`src/rtl/counter_mod_ud.sv`:
```
// Modulo-L up/down counter with load, run-time modulus register and
// terminal-count flag for cascading; wraps or saturates at the ends.
module counter_mod_ud #(
   parameter int unsigned WIDTH    = 4,
   parameter int unsigned ULIMIT   = 10,
   parameter bit          SATURATE = 1'b0
) (
   input  logic             clk,
   input  logic             i_sclr,
   input  logic             i_en,
   input  logic             i_up,
   input  logic             i_ld,
   input  logic [WIDTH-1:0] i_ld_val,
   input  logic             i_lim_wr,
   input  logic [WIDTH-1:0] i_lim,
   output logic [WIDTH-1:0] o_cnt,
   output logic [WIDTH-1:0] o_lim,
   output logic             o_tc,
   output logic             o_wrap
);

   localparam logic [WIDTH-1:0] LIM_RST = WIDTH'(ULIMIT);

   logic [WIDTH-1:0] cnt_q, cnt_d;
   logic [WIDTH-1:0] lim_q, lim_d;
   logic [WIDTH-1:0] top;
   logic             wrap_q, wrap_d;
   logic             at_top, at_zero;

   // Compare with one extra bit so L of 0 or 1 never underflows T.
   always_comb begin
      top = '0;
      if ({1'b0, lim_q} >= (WIDTH+1)'(2)) begin
         top = lim_q - WIDTH'(1);
      end
   end

   assign at_top  = (cnt_q >= top);
   assign at_zero = (cnt_q == '0);
   assign wrap_d  = i_en & ~i_ld & ~i_sclr &
                    ((i_up & at_top) | (~i_up & at_zero));

   always_comb begin
      cnt_d = cnt_q;
      lim_d = lim_q;
      if (i_lim_wr) begin
         lim_d = i_lim;
      end
      if (i_ld) begin
         cnt_d = (i_ld_val <= top) ? i_ld_val : top;
      end else if (i_en) begin
         if (i_up) begin
            if (at_top) begin
               cnt_d = SATURATE ? top : '0;
            end else begin
               cnt_d = cnt_q + WIDTH'(1);
            end
         end else begin
            if (at_zero) begin
               cnt_d = SATURATE ? '0 : top;
            end else if (cnt_q > top) begin
               cnt_d = top;
            end else begin
               cnt_d = cnt_q - WIDTH'(1);
            end
         end
      end
   end

   always_ff @(posedge clk) begin
      if (i_sclr) begin
         cnt_q  <= '0;
         lim_q  <= LIM_RST;
         wrap_q <= 1'b0;
      end else begin
         cnt_q  <= cnt_d;
         lim_q  <= lim_d;
         wrap_q <= wrap_d;
      end
   end

   assign o_cnt  = cnt_q;
   assign o_lim  = lim_q;
   assign o_tc   = wrap_d;
   assign o_wrap = wrap_q;

endmodule

```
`config.mk`:
```
export PLATFORM = sky130hd
export DESIGN_NAME = counter_mod_ud
export DESIGN_NICKNAME = d
export VERILOG_FILES = /design/src/rtl/counter_mod_ud.sv
export SDC_FILE = /design/constraint.sdc
export NUM_CORES = 1
export LEC_CHECK = 0
export BUFFER_PORTS_ARGS = -buffer_cell sky130_fd_sc_hd__buf_2
export CAP_MARGIN = 30
export CORE_UTILIZATION = 46
export CTS_CLUSTER_SIZE = 20
export DETAILED_ROUTE_END_ITERATION = 12
export PLACE_DENSITY = 0.78
export RECOVER_POWER = 100
export SETUP_SLACK_MARGIN = 0.4
export SYNTH_ARGS = -nofsm -noshare
export SYNTH_HDL_FRONTEND = slang
export SYNTH_SLANG_ARGS = --single-unit
```
`constraint.sdc`:
```
create_clock -name clk -period 2.6 [get_ports clk]
set_input_delay 0.13 -clock clk [delete_from_list [all_inputs] [get_ports clk]]
set_output_delay 0.13 -clock clk [all_outputs]
set_load 0.01 [all_outputs]
```
==> metrics.cfg <==
[status]
run_status=finished, final reports clean

[placed_design]
gp_congestion=0.851
place_inst=149
io_buffers=23
dp_hpwl_um=1740

[critical_path]
start_kind=flip-flop
cp-end-kind=flip-flop
critical_path_required_ns=2.80
crit_chain=inv_4 -> ha_4 -> o311ai_2 -> o21ai_1 -> inv_1 -> ha_4 -> nand4_1 -> buf_4 -> nor2_4 -> a31oi_4 -> mux2_4 -> o211ai_1
critPathKind=reg2reg
cp_max_fo=6
critPathTopFamily=compound AO/OA/AOI/OAI gates
cpMaxStageDelayCell=dfxtp_4
slowest_delay_ns=0.40
cp_common_cell=ha_4
cp_num_buf_inv=3
arrival_ns=2.69

[synthesis]
ys_seq_elements=9
postSynth.asyncResetShare=0
synth-edff-count=0
yosys.cell_types.count=36
syn_nets=129
synthCells=103
yosysSeqAreaShare=0.204
synth_area_um2=883
synth_flop_cell=dfxtp_1
synth_area_per_cell_um2=8.58
yosys_warnings=0

[drt]
finalWirelength_um=2890
highest_layer=met4
dr_wl_met2_um=1460
wl_met3_um=121
wl_met1_um=1250
firstDrtPassIters=4
drc=0
drt_iter0_drc=25
viasPerCell=5.86
ant_nets=0
via_count=979
wl_per_cell_um=17.3

[clock_network]
cts.clk_slew.worst_paths_ns=0.07
ctsHoldBuffers=0
clock_tree.root_cell=clkbuf_4
cts_max_level=1
clk_latency_ns=0.27
clk_path_buf_depth=2
cts_made_buffers=3
tritoncts=done
clkSinkCount=9

[global_routing]
antenna_found_initial=0
grt_pass1_wl_um=4100
grt_max_degree=10
grt_use_total=0.277
grt_pass1_vias=920
overflow=0

[pwr]
power.density_nw_per_um2=526
cellLeakagePower_nw=0.564
vdd_drop_max_mv=0.400

[floorplanning]
ioPinCount=24
initial_core_util=0.501
core_area_um2=1760
die_y_um=45.8
rows=15
die_x_um=45.8
dieArea_um2=2100

[finish]
nNetsFinal=169
insertedDiodeCount=0
fillers=138
drive_above_1_share=0.408
area_growth_pct=49.3
final_cells=167

[timing]
hold_viol_final=0
fmax_mhz=403
setup_tns_ns=0
slew_viol_final=0
worst_slew_pin_slew_ns=0.630
grt_setup_unrepaired=yes
fin_crit_sh=0.955
fin_crit_ns=2.48
maxSlewHeadroom=0.579
setup_viol=0
finalClockSkew_ns=0.00349

[min_path]
hold_class=in2reg

[run]
cap_violations=0

cells in the mapped netlist (4+ instances only):
| library cell | n | area (µm²) |
|---|---|---|
| a21oi_1 | 4 | 20.0 |
| dfxtp_1 | 9 | 180 |
| ha_1 | 12 | 150 |
| inv_1 | 9 | 33.8 |
| mux2i_1 | 9 | 90.1 |
| nand2_1 | 6 | 22.5 |
| nor2_1 | 8 | 30.0 |
| nor3_1 | 4 | 20.0 |
stage by stage:
stage | worst slack, ns | power (mW) | hold slack [ns] | utilization | area, µm²
2_1_floorplan | 0.365 | 0.410 | 0.193 | - | 966
3_3_place_gp | 0.157 | 0.469 | 0.340 | 0.622 | 1100
3_5_place_dp | 0.0816 | 0.475 | 0.346 | 0.622 | 1100
4_1_cts | 0.209 | 0.645 | 0.0573 | 0.708 | 1250
5_1_grt | 0.0276 | 0.725 | 0.0837 | 0.748 | 1320
6_report | 0.117 | 0.693 | 0.0641 | 0.748 | 1320
per-layer routing:
layer,track usage,up-vias
met5,0,-
met4,0.129,0
met3,0.0357,8
met2,0.460,41
met1,0.353,467
li1,-,463
state kept, by name, indices dropped and copies added, names as in the netlist:
signal and flops:
o_cnt 4, o_wrap 1, o_lim 4
cell type report:
cell class              count  area, µm²  share of cell area
inverters                   9       38.8              0.0294
well taps                  25       31.3              0.0237
repair buffers             37        221               0.168
clock buffers               4       26.3              0.0199
flip-flops and latches      9        188               0.142
multi-input cells          83        813               0.617
cell usage in the layout (no fill, tap or decap), drive strengths merged, types with 2 or more instances in the layout:
| cell type | count |
|---|---|
| nor2 | 8 |
| inv | 9 |
| or2 | 2 |
| nor2b | 3 |
| nor3 | 4 |
| nand4 | 2 |
| o21ai | 3 |
| clkbuf | 14 |
| nand2 | 6 |
| xor2 | 3 |
| a22oi | 3 |
| a21oi | 4 |
| nand3 | 3 |
| dfxtp | 9 |
| mux2i | 9 |
| o221ai | 2 |
| o211ai | 4 |
| buf | 27 |
| ha | 12 |
cells by family (layout without fill, tap and decap cells):
logic type               after synthesis  after routing  share of synthesized area
AO/OA/AOI/OAI                         23             23                      0.211
flip-flops                             9              9                      0.204
XOR/XNOR                               4              4                     0.0397
AND/OR/NAND/NOR                       34             34                      0.205
buffers and inverters                 11             50                     0.0552
multiplexers                          10             10                      0.115
adder cells (fa/ha/maj)               12             12                      0.170
what timing repair did:
item | 4_1_cts | 5_1_grt
buffers inserted | 7 | 7
hold endpoints to repair | 0 | 0
gates resized for setup | 9 | 9
pin swaps | 11 | 6
endpoints found under the setup margin | 5 | 5
power by group:
group | internal, mW | switching [mW]
clock network | 0.0595 | 0.0591
registers | 0.151 | 0.0354
logic | 0.203 | 0.185
path summary, 6_finish.rpt:
check             endpoint     start  cells after the start  slack, ns
hold / removal    o_lim[0]    i_sclr                      2       0.06
hold reg to reg   o_lim[0]  o_lim[0]                      2       0.59
setup reg to reg  o_cnt[1]  o_lim[0]                     12       0.12
setup / recovery  o_cnt[1]  o_lim[0]                     12       0.12
Note: power is estimated with default switching activity, not from simulation.
